===== src/rtl/cache_mem_arbiter_pkg.sv =====
// Shared types and defaults for the icache/dcache backing-memory arbiter.
// Holds the FSM encoding, the default starvation limit and the line-offset helper.
package cache_mem_arbiter_pkg;

  typedef enum logic [1:0] {
    IDLE   = 2'd0,
    BUSY_I = 2'd1,
    BUSY_D = 2'd2
  } mem_arb_state_t;

  localparam int unsigned MEM_ARB_STARVE_LIMIT = 4;

  // Number of byte-offset address bits inside one cacheline.
  function automatic int unsigned line_off_bits(input int unsigned line_w);
    return $clog2(line_w / 8);
  endfunction

endpackage


===== src/rtl/cache_mem_arbiter_if.sv =====
// Cache DFP and memory-port signal bundle; slave is the arbiter's view.
// Master is the caches-plus-memory-adapter side of the same wires.
interface cache_mem_arbiter_if #(
  parameter int unsigned ADDR_W = 32,
  parameter int unsigned LINE_W = 256
);
  logic [ADDR_W-1:0] icache_dfp_addr;
  logic              icache_dfp_read;
  logic [LINE_W-1:0] icache_dfp_rdata;
  logic              icache_dfp_resp;

  logic [ADDR_W-1:0] dcache_dfp_addr;
  logic              dcache_dfp_read;
  logic              dcache_dfp_write;
  logic [LINE_W-1:0] dcache_dfp_wdata;
  logic [LINE_W-1:0] dcache_dfp_rdata;
  logic              dcache_dfp_resp;

  logic [ADDR_W-1:0] mem_addr;
  logic              mem_read;
  logic              mem_write;
  logic [LINE_W-1:0] mem_wdata;
  logic [LINE_W-1:0] mem_rdata;
  logic              mem_resp;

  modport slave (
    input  icache_dfp_addr, icache_dfp_read,
    output icache_dfp_rdata, icache_dfp_resp,
    input  dcache_dfp_addr, dcache_dfp_read, dcache_dfp_write, dcache_dfp_wdata,
    output dcache_dfp_rdata, dcache_dfp_resp,
    output mem_addr, mem_read, mem_write, mem_wdata,
    input  mem_rdata, mem_resp
  );

  modport master (
    output icache_dfp_addr, icache_dfp_read,
    input  icache_dfp_rdata, icache_dfp_resp,
    output dcache_dfp_addr, dcache_dfp_read, dcache_dfp_write, dcache_dfp_wdata,
    input  dcache_dfp_rdata, dcache_dfp_resp,
    input  mem_addr, mem_read, mem_write, mem_wdata,
    output mem_rdata, mem_resp
  );

endinterface


===== src/rtl/cache_mem_arbiter_starve_ctr.sv =====
// Saturating count of dcache grants made while icache waits; clr wins over inc.
// Registered count, at_limit is a compare on the register (no added latency).
module mem_arb_starve_ctr #(
  parameter int unsigned LIMIT = 4,
  localparam int unsigned W = $clog2(LIMIT + 1)
) (
  input  logic clk,
  input  logic rst,
  input  logic inc,
  input  logic clr,
  output logic at_limit
);

  logic [W-1:0] cnt;

  assign at_limit = (cnt == W'(LIMIT));

  always_ff @(posedge clk or negedge rst) begin
    if (!rst) begin
      cnt <= '0;
    end else if (clr) begin
      cnt <= '0;
    end else if (inc && !at_limit) begin
      cnt <= cnt + 1'b1;
    end
  end

endmodule


===== src/rtl/cache_mem_arbiter.sv =====
// Shares one line-wide memory port between icache and dcache; dcache-first, owner held until mem_resp.
// One grant cycle plus one idle cycle per transaction; optional icache starvation guard under MEM_ARB_STARVE_GUARD_EN.
module cache_mem_arbiter
  import cache_mem_arbiter_pkg::*;
#(
  parameter int unsigned ADDR_W       = 32,
  parameter int unsigned LINE_W       = 256,
  parameter int unsigned STARVE_LIMIT = MEM_ARB_STARVE_LIMIT
) (
  input  logic                  clk,
  input  logic                  rst,
  cache_mem_arbiter_if.slave    bus
);

  localparam logic [1:0] S_IDLE   = IDLE;
  localparam logic [1:0] S_BUSY_I = BUSY_I;
  localparam logic [1:0] S_BUSY_D = BUSY_D;

  localparam int unsigned        OFF        = line_off_bits(LINE_W);
  localparam logic [ADDR_W-1:0] ALIGN_MASK = {ADDR_W{1'b1}} << OFF;

  logic [1:0]        state;
  logic [ADDR_W-1:0] mem_addr_q;
  logic              mem_read_q;
  logic              mem_write_q;
  logic [LINE_W-1:0] mem_wdata_q;

  logic idle;
  logic d_req;
  logic i_req;
  logic grant_i;
  logic grant_d;
  logic i_resp;
  logic d_resp;

  assign idle  = (state == S_IDLE);
  assign d_req = bus.dcache_dfp_read | bus.dcache_dfp_write;
  assign i_req = bus.icache_dfp_read;

`ifdef MEM_ARB_STARVE_GUARD_EN
  logic at_limit;

  mem_arb_starve_ctr #(
    .LIMIT (STARVE_LIMIT)
  ) u_starve_ctr (
    .clk      (clk),
    .rst      (rst),
    .inc      (grant_d & i_req),
    .clr      (grant_i),
    .at_limit (at_limit)
  );

  // Once icache has watched STARVE_LIMIT dcache grants go by, it takes the next slot.
  assign grant_i = idle & i_req & (~d_req | at_limit);
`else
  assign grant_i = idle & i_req & ~d_req;
`endif
  assign grant_d = idle & d_req & ~grant_i;

  always_ff @(posedge clk or negedge rst) begin
    if (!rst) begin
      state       <= S_IDLE;
      mem_addr_q  <= '0;
      mem_read_q  <= 1'b0;
      mem_write_q <= 1'b0;
      mem_wdata_q <= '0;
    end else begin
      case (state)
        S_IDLE: begin
          if (grant_d) begin
            // A simultaneous read+write from dcache is a writeback.
            state       <= S_BUSY_D;
            mem_addr_q  <= bus.dcache_dfp_addr & ALIGN_MASK;
            mem_write_q <= bus.dcache_dfp_write;
            mem_read_q  <= ~bus.dcache_dfp_write;
            mem_wdata_q <= bus.dcache_dfp_write ? bus.dcache_dfp_wdata : '0;
          end else if (grant_i) begin
            state       <= S_BUSY_I;
            mem_addr_q  <= bus.icache_dfp_addr & ALIGN_MASK;
            mem_write_q <= 1'b0;
            mem_read_q  <= 1'b1;
            mem_wdata_q <= '0;
          end
        end
        S_BUSY_I, S_BUSY_D: begin
          if (bus.mem_resp) begin
            state       <= S_IDLE;
            mem_read_q  <= 1'b0;
            mem_write_q <= 1'b0;
          end
        end
        default: state <= S_IDLE;
      endcase
    end
  end

  assign i_resp = (state == S_BUSY_I) & bus.mem_resp;
  assign d_resp = (state == S_BUSY_D) & bus.mem_resp;

  assign bus.mem_addr  = mem_addr_q;
  assign bus.mem_read  = mem_read_q;
  assign bus.mem_write = mem_write_q;
  assign bus.mem_wdata = mem_wdata_q;

  assign bus.icache_dfp_resp  = i_resp;
  assign bus.icache_dfp_rdata = (i_resp & mem_read_q) ? bus.mem_rdata : '0;
  assign bus.dcache_dfp_resp  = d_resp;
  assign bus.dcache_dfp_rdata = (d_resp & mem_read_q) ? bus.mem_rdata : '0;

endmodule


===== src/flat_wrapper.sv =====
// flat-port wrapper written by rule: the top's interface ports become plain ports
module cache_mem_arbiter_flat import cache_mem_arbiter_pkg::*;
#(
  parameter int unsigned ADDR_W       = 32,
  parameter int unsigned LINE_W       = 256,
  parameter int unsigned STARVE_LIMIT = MEM_ARB_STARVE_LIMIT
)
  (clk, rst, bus_icache_dfp_addr, bus_icache_dfp_read, bus_icache_dfp_rdata, bus_icache_dfp_resp, bus_dcache_dfp_addr, bus_dcache_dfp_read, bus_dcache_dfp_write, bus_dcache_dfp_wdata, bus_dcache_dfp_rdata, bus_dcache_dfp_resp, bus_mem_addr, bus_mem_read, bus_mem_write, bus_mem_wdata, bus_mem_rdata, bus_mem_resp);
  cache_mem_arbiter_if #(.ADDR_W(ADDR_W), .LINE_W(LINE_W)) bus_i ();
  input  logic clk;
  input  logic rst;
  input wire logic [$bits(bus_i.icache_dfp_addr)-1:0] bus_icache_dfp_addr;
  input wire logic [$bits(bus_i.icache_dfp_read)-1:0] bus_icache_dfp_read;
  output wire logic [$bits(bus_i.icache_dfp_rdata)-1:0] bus_icache_dfp_rdata;
  output wire logic [$bits(bus_i.icache_dfp_resp)-1:0] bus_icache_dfp_resp;
  input wire logic [$bits(bus_i.dcache_dfp_addr)-1:0] bus_dcache_dfp_addr;
  input wire logic [$bits(bus_i.dcache_dfp_read)-1:0] bus_dcache_dfp_read;
  input wire logic [$bits(bus_i.dcache_dfp_write)-1:0] bus_dcache_dfp_write;
  input wire logic [$bits(bus_i.dcache_dfp_wdata)-1:0] bus_dcache_dfp_wdata;
  output wire logic [$bits(bus_i.dcache_dfp_rdata)-1:0] bus_dcache_dfp_rdata;
  output wire logic [$bits(bus_i.dcache_dfp_resp)-1:0] bus_dcache_dfp_resp;
  output wire logic [$bits(bus_i.mem_addr)-1:0] bus_mem_addr;
  output wire logic [$bits(bus_i.mem_read)-1:0] bus_mem_read;
  output wire logic [$bits(bus_i.mem_write)-1:0] bus_mem_write;
  output wire logic [$bits(bus_i.mem_wdata)-1:0] bus_mem_wdata;
  input wire logic [$bits(bus_i.mem_rdata)-1:0] bus_mem_rdata;
  input wire logic [$bits(bus_i.mem_resp)-1:0] bus_mem_resp;
  assign bus_i.icache_dfp_addr = bus_icache_dfp_addr;
  assign bus_i.icache_dfp_read = bus_icache_dfp_read;
  assign bus_icache_dfp_rdata = bus_i.icache_dfp_rdata;
  assign bus_icache_dfp_resp = bus_i.icache_dfp_resp;
  assign bus_i.dcache_dfp_addr = bus_dcache_dfp_addr;
  assign bus_i.dcache_dfp_read = bus_dcache_dfp_read;
  assign bus_i.dcache_dfp_write = bus_dcache_dfp_write;
  assign bus_i.dcache_dfp_wdata = bus_dcache_dfp_wdata;
  assign bus_dcache_dfp_rdata = bus_i.dcache_dfp_rdata;
  assign bus_dcache_dfp_resp = bus_i.dcache_dfp_resp;
  assign bus_mem_addr = bus_i.mem_addr;
  assign bus_mem_read = bus_i.mem_read;
  assign bus_mem_write = bus_i.mem_write;
  assign bus_mem_wdata = bus_i.mem_wdata;
  assign bus_i.mem_rdata = bus_mem_rdata;
  assign bus_i.mem_resp = bus_mem_resp;
  cache_mem_arbiter #(.ADDR_W(ADDR_W), .LINE_W(LINE_W), .STARVE_LIMIT(STARVE_LIMIT)) u_core (.clk(clk), .rst(rst), .bus(bus_i));
endmodule

===== config.mk =====
export PLATFORM = sky130hd
export DESIGN_NAME = cache_mem_arbiter_flat
export DESIGN_NICKNAME = d
export VERILOG_FILES = /design/src/rtl/cache_mem_arbiter_pkg.sv /design/src/rtl/cache_mem_arbiter_if.sv /design/src/rtl/cache_mem_arbiter_starve_ctr.sv /design/src/rtl/cache_mem_arbiter.sv /design/src/flat_wrapper.sv
export SDC_FILE = /design/constraint.sdc
export NUM_CORES = 1
export LEC_CHECK = 0
export BUFFER_PORTS_ARGS = -buffer_cell sky130_fd_sc_hd__clkbuf_2
export CELL_PAD_IN_SITES_DETAIL_PLACEMENT = 1
export CELL_PAD_IN_SITES_GLOBAL_PLACEMENT = 1
export CORE_AREA = 10 10 539 541
export DETAILED_ROUTE_END_ITERATION = 6
export DIE_AREA = 0 0 549 551
export MAX_ROUTING_LAYER = met4
export PLACE_DENSITY_LB_ADDON = 0.3
export SKIP_CTS_REPAIR_TIMING = 1
export SLEW_MARGIN = 30
export SYNTH_ARGS = -nofsm -noshare
export SYNTH_HDL_FRONTEND = slang
export SYNTH_SLANG_ARGS = --single-unit

===== constraint.sdc =====
create_clock -name clk -period 1.49 [get_ports clk]
set_input_delay 0.0745 -clock clk [delete_from_list [all_inputs] [get_ports clk]]
set_output_delay 0.0745 -clock clk [all_outputs]
set_load 0.01 [all_outputs]

# Word-level counts from Yosys, hierarchy flattened
# Index checks and enable logic that the tools add are counted.
[totals] reg_bits=292 in_bits=582 output_inout_bits=804 wordCells=46
[classes] n_eq_ne=4 n_mux=18 bitwise=12 reduce_logical=7
[op_table] cell="256-bit 2-to-1 mux" n=5
[op_table] cell="32-bit 2-to-1 mux" n=2
[op_table] cell="1-bit bitwise AND" n=8
[op_table] cell="2-bit 2-to-1 mux" n=3
[op_table] cell="1-bit 2-to-1 mux" n=5
[op_table] cell="1-bit case mux with 2 select lines" n=2
[op_table] cell="2-bit case mux with 2 select lines" n=1
[op_table] cell="2-bit AND reduction" n=2
[op_table] cell="2-bit nonzero test" n=2
[op_table] cell="3-bit inequality test, second input constant" n=1
[op_table] cell="1-bit NOT" n=3
[op_table] cell="3-bit AND reduction" n=1
[op_table] cell="2-bit by 1-bit equality test with 1-bit output, second input constant" n=1
[op_table] cell="2-bit equality test, second input constant" n=1
[op_table] cell="2-bit logical NOT" n=1
[op_table] cell="2-bit inequality test, second input constant" n=1
[op_table] cell="2-bit OR reduction" n=1
[op_table] cell="1-bit bitwise OR" n=1

# Depth between registers and ports, before layout
[depth] word_depth=7 depth_mapped=8 mapped_depth_nobuf=5

# Least setup slack after synthesis
# OpenSTA, ideal clock, no wires.
[synth_timing] path_kind="register -> register" start="reg u_core.state[0]" end="reg u_core.mem_read_q, in the netlist u_core.bus.mem_read" setup_ns=0.125 t_arrival_ns=1.500 required_time_ns=1.365 path_slack_ns=-0.135 stages_incl_launch_ff=7 n_path_buf=1 period_less_slack_ns=1.625 cell_sequence="dfrtp_1 -> inv_1 -> ha_1 -> buf_2 -> nor2b_1 -> a211oi_1 -> mux2_2"
[synth_via] elab_chain_len=7 word_cells_on_any_way=15 classes_between="4 x eq/ne; 2 x mux; 5 x bitwise; 4 x reduce/logical"
[synth_rtl] item="start, declared" line_no="cache_mem_arbiter.sv:22" text="logic [1:0] state;"
[synth_rtl] item="start signal, assigned" line_no="cache_mem_arbiter.sv:62" text="state <= S_IDLE;"
[synth_rtl] item="start signal, assigned" line_no="cache_mem_arbiter.sv:72" text="state <= S_BUSY_D;"
[synth_rtl] item="start signal, assigned" line_no="cache_mem_arbiter.sv:78" text="state <= S_BUSY_I;"
[synth_rtl] item="2-bit logical NOT" line_no="cache_mem_arbiter.sv:36, cache_mem_arbiter.sv:68"
[synth_rtl] item="1-bit bitwise AND (2 in series)" line_no="cache_mem_arbiter.sv:56" text="assign grant_i = idle & i_req & ~d_req;"
[synth_rtl] item="1-bit NOT" line_no="cache_mem_arbiter.sv:58" text="assign grant_d = idle & d_req & ~grant_i;"
[synth_rtl] item="1-bit bitwise AND" line_no="cache_mem_arbiter.sv:58"
[synth_rtl] item="3-bit inequality test (no line) or 1-bit 2-to-1 mux (tied branches)"
[synth_rtl] item="3-bit AND reduction (no line) or 1-bit case mux with 2 select lines (tied branches)"
[synth_rtl] item="end signal, assigned" line_no="cache_mem_arbiter.sv:75" text="mem_read_q <= ~bus.dcache_dfp_write;"
[synth_rtl] item="end, declared" line_no="cache_mem_arbiter.sv:24" text="logic mem_read_q;"
# Several ways; a longest one is shown, not always the timed one.
# A chain may end at the register's enable or synchronous reset.

# Final worst setup path
[layout_timing] start="reg u_core.state[1]" end="out bus_dcache_dfp_rdata[196]"
[layout_via] elab_chain_len=4
[layout_rtl] item="2-bit equality test" line_no="cache_mem_arbiter.sv:98" text="assign d_resp = (state == S_BUSY_D) & bus.mem_resp;"
[layout_rtl] item="1-bit bitwise AND" line_no="cache_mem_arbiter.sv:98"
[layout_rtl] item="1-bit bitwise AND" line_no="cache_mem_arbiter.sv:108" text="assign bus.dcache_dfp_rdata = (d_resp & mem_read_q) ? bus.mem_rdata : '0;"
[layout_rtl] item="256-bit 2-to-1 mux" line_no="cache_mem_arbiter.sv:108"
[layout_rtl] item="end, declared" line_no="flat_wrapper.sv:20" text="output wire logic [$bits(bus_i.dcache_dfp_rdata)-1:0] bus_dcache_dfp_rdata;"
# No other way between the ends.

==> impl_metrics.py <==
metrics = {
    "floorplan": {
        "start_util": 0.0501,
        "fp.dieH_um": 551,
        "dieArea_um2": 302000,
        "ioPinCount": 1386,
        "row_count": 194,
        "core-area_um2": 279000,
        "die_w_um": 549,
    },
    "status": {
        "status": "finished, violations left",
        "violations": "setup timing",
    },
    "synthesis": {
        "syn_inst": 1298,
        "seq_area_frac_synth": 0.514,
        "synth_top_area_cell": "dfrtp_1",
        "ys_top_cells_by_area": "dfrtp_1 51%, and2_1 23%, a22o_1 16%",
        "synth_warnings": 0,
        "synth-edff-count": 0,
        "synth_top_area_share": 0.514,
        "ys_ff_latch": 287,
        "async_flop_share": 1.00,
        "synth_area_um2": 14000,
        "syn_area_per_cell_um2": 10.8,
        "yosysUniqueCellTypes": 25,
        "synth_ff_type": "dfrtp_1",
    },
    "clock_tree": {
        "root_buffer": "clkbuf_16",
        "cts.sinks": 287,
        "clk_latency_ps": 590,
        "cts_inserted_buffers": 37,
        "clock_path_buffers": 3,
        "cts_tree": "built",
        "h-tree-depth": 2,
        "clkTransAtPathRegs_ps": 60,
    },
    "critical_path": {
        "cp.required_ps": 1420,
        "start_kind": "register",
        "cp_max_fo": 7,
        "critPathArrivalTime_ps": 2340,
        "worstSetupPathType": "register to output pin",
        "endpoint_kind": "output pin",
    },
    "placed_design": {
        "dp_cells": 6396,
        "place_hpwl_mm": 179,
        "gp_congestion": 0.902,
        "portBuffers": 1370,
    },
    "sta": {
        "rsz0062_at_grt": "yes",
        "max_freq_mhz": 414,
        "fin_crit_ps": 2410,
        "finalWorstSetupSlack_ps": -923,
        "fin_hold_ws_ps": 4.68,
        "setup_viol": 801,
        "skew_ps": 29.4,
        "worstMarginPinSlew_ps": 526,
        "post-route-period-util": 1.62,
        "slew_headroom": 0.650,
        "hold_viol": 0,
        "slew_violations": 0,
    },
    "cells_and_area": {
        "syn_to_final_growth_pct": 140,
        "fin_nets": 3667,
        "instances_no_fill": 6875,
        "layout-drive-gt1-share": 0.578,
        "nFillCells": 33000,
        "most-common-layout-cells": "1,156 x clkbuf_2, 379 x and2_1, 304 x dlygate4sd3_1",
        "final_common_cell": "clkbuf_2",
    },
    "run": {
        "maxCapViolCount": 0,
    },
    "worst_hold_path": {
        "hold_class": "input pin to register",
    },
    "global_routing": {
        "grt_pass1_wl_mm": 236,
        "grt_max_degree": 64,
        "overflow": 0,
        "grt_pass1_vias": 18700,
        "antenna_found_initial": 175,
        "grt_use_total": 0.124,
    },
    "drt": {
        "initialDrtViolationCount": 1000,
        "ant_nets": 0,
        "via_per_inst": 2.80,
        "route.detailed.drc": 0,
        "vias": 19200,
        "post_drt_wl_per_cell_um": 29.9,
        "drt_pass1_iterations": 5,
        "finalWirelength_mm": 205,
    },
    "power": {
        "power_leakage_nw": 16.2,
        "p_per_area_nw_per_um2": 1600,
        "ir_worst_vdd_mv": 0.840,
    },
}
final cells by class:
type                       count  area [µm²]  share of cell area
multi-input combinational    881        6580               0.196
timing repair buffer        1872       13800               0.411
inverter                       3        11.3            0.000336
clock inverter                13         169             0.00504
sequential                   287        7180               0.214
antenna                       43         108             0.00321
clock buffer                  52        1060              0.0317
tap                         3724        4660               0.139
layer usage:
metal,wire [µm],GRT usage
met5,0,-
met4,9000,0.0314
met3,26100,0.0742
met2,96600,0.209
met1,73700,0.123
kinds of logic (layout without fill, tap and decap cells):
| family | after synthesis | after routing | share of synthesized area |
|---|---|---|---|
| DFF | 287 | 287 | 0.514 |
| AOI/OAI and AO/OA | 318 | 318 | 0.195 |
| and+or+nand+nor | 554 | 554 | 0.242 |
| buffers and inverters | 134 | 1940 | 0.0445 |
| adders and majority gates | 3 | 3 | 0.00269 |
| muxes | 1 | 1 | 0.000806 |
| other | 1 | 48 | 0.000268 |
power by group:
group | internal (mW) | switching (mW)
registers | 11.6 | 2.87
logic | 11.4 | 18.2
clock network | 5.52 | 4.03
total | 28.6 | 25.1
sequential cells by signal (all words and copies together) (netlist names):
name and count:
u_core.bus.mem_addr 27, u_core.bus.mem_read 1, u_core.bus.mem_wdata 256, u_core.bus.mem_write 1
u_core.state 2
worst max-delay path, cell delays in order, from the launching register on:
cell	delay [ps]
dfrtp_1	400
buf_6	130
ha_4	140
and3_4	170
buf_12	140
clkbuf_16	170
buf_12	140
clkbuf_16	160
and2_4	160
buf_6	120
cells in the mapped netlist, types with 2 or more instances:
| cell type | number |
|---|---|
| and2_1 | 515 |
| dfrtp_1 | 287 |
| a22o_1 | 256 |
| buf_2 | 65 |
| clkbuf_1 | 56 |
| nor2_1 | 31 |
| a21oi_1 | 29 |
| o22ai_2 | 20 |
| o22ai_1 | 8 |
| buf_4 | 6 |
| ha_1 | 3 |
| inv_1 | 3 |
| and3_1 | 2 |
| buf_1 | 2 |
| buf_6 | 2 |
| nand2_1 | 2 |
| nor2b_1 | 2 |
| o21ai_0 | 2 |
worst paths after layout:
kind / from / endpoint / slack (ps) / cells past startpoint
max: u_core.state[1] / bus_dcache_dfp_rdata[196] / -920 / 9
min: bus_dcache_dfp_addr[7] / u_core.bus.mem_addr[7] / 5 / 4
max reg2reg: u_core.state[0] / u_core.bus.mem_addr[29] / -380 / 8
min reg2reg: u_core.bus.mem_wdata[53] / u_core.bus.mem_wdata[53] / 510 / 1
max in group asynchronous: rst / u_core.state[0] / 920 / 4
min in group asynchronous: rst / u_core.bus.mem_wdata[250] / 160 / 3
stage by stage:
| stage | total power, mW | util | worst slack (ps) | area [µm²] | setup TNS [ps] |
|---|---|---|---|---|---|
| floorplan | 24.1 | - | -33.5 | 14200 | -43.0 |
| global placement | 42.1 | 0.0948 | -378 | 26400 | -161680 |
| detailed placement | 42.1 | 0.0948 | -417 | 26400 | -175000 |
| CTS | 52.2 | 0.0992 | -1100 | 27700 | -532130 |
| global route | 57.6 | 0.120 | -1030 | 33500 | -582200 |
| finish | 53.7 | 0.120 | -923 | 33500 | -503740 |
Note: power is estimated with default switching activity, not from simulation.
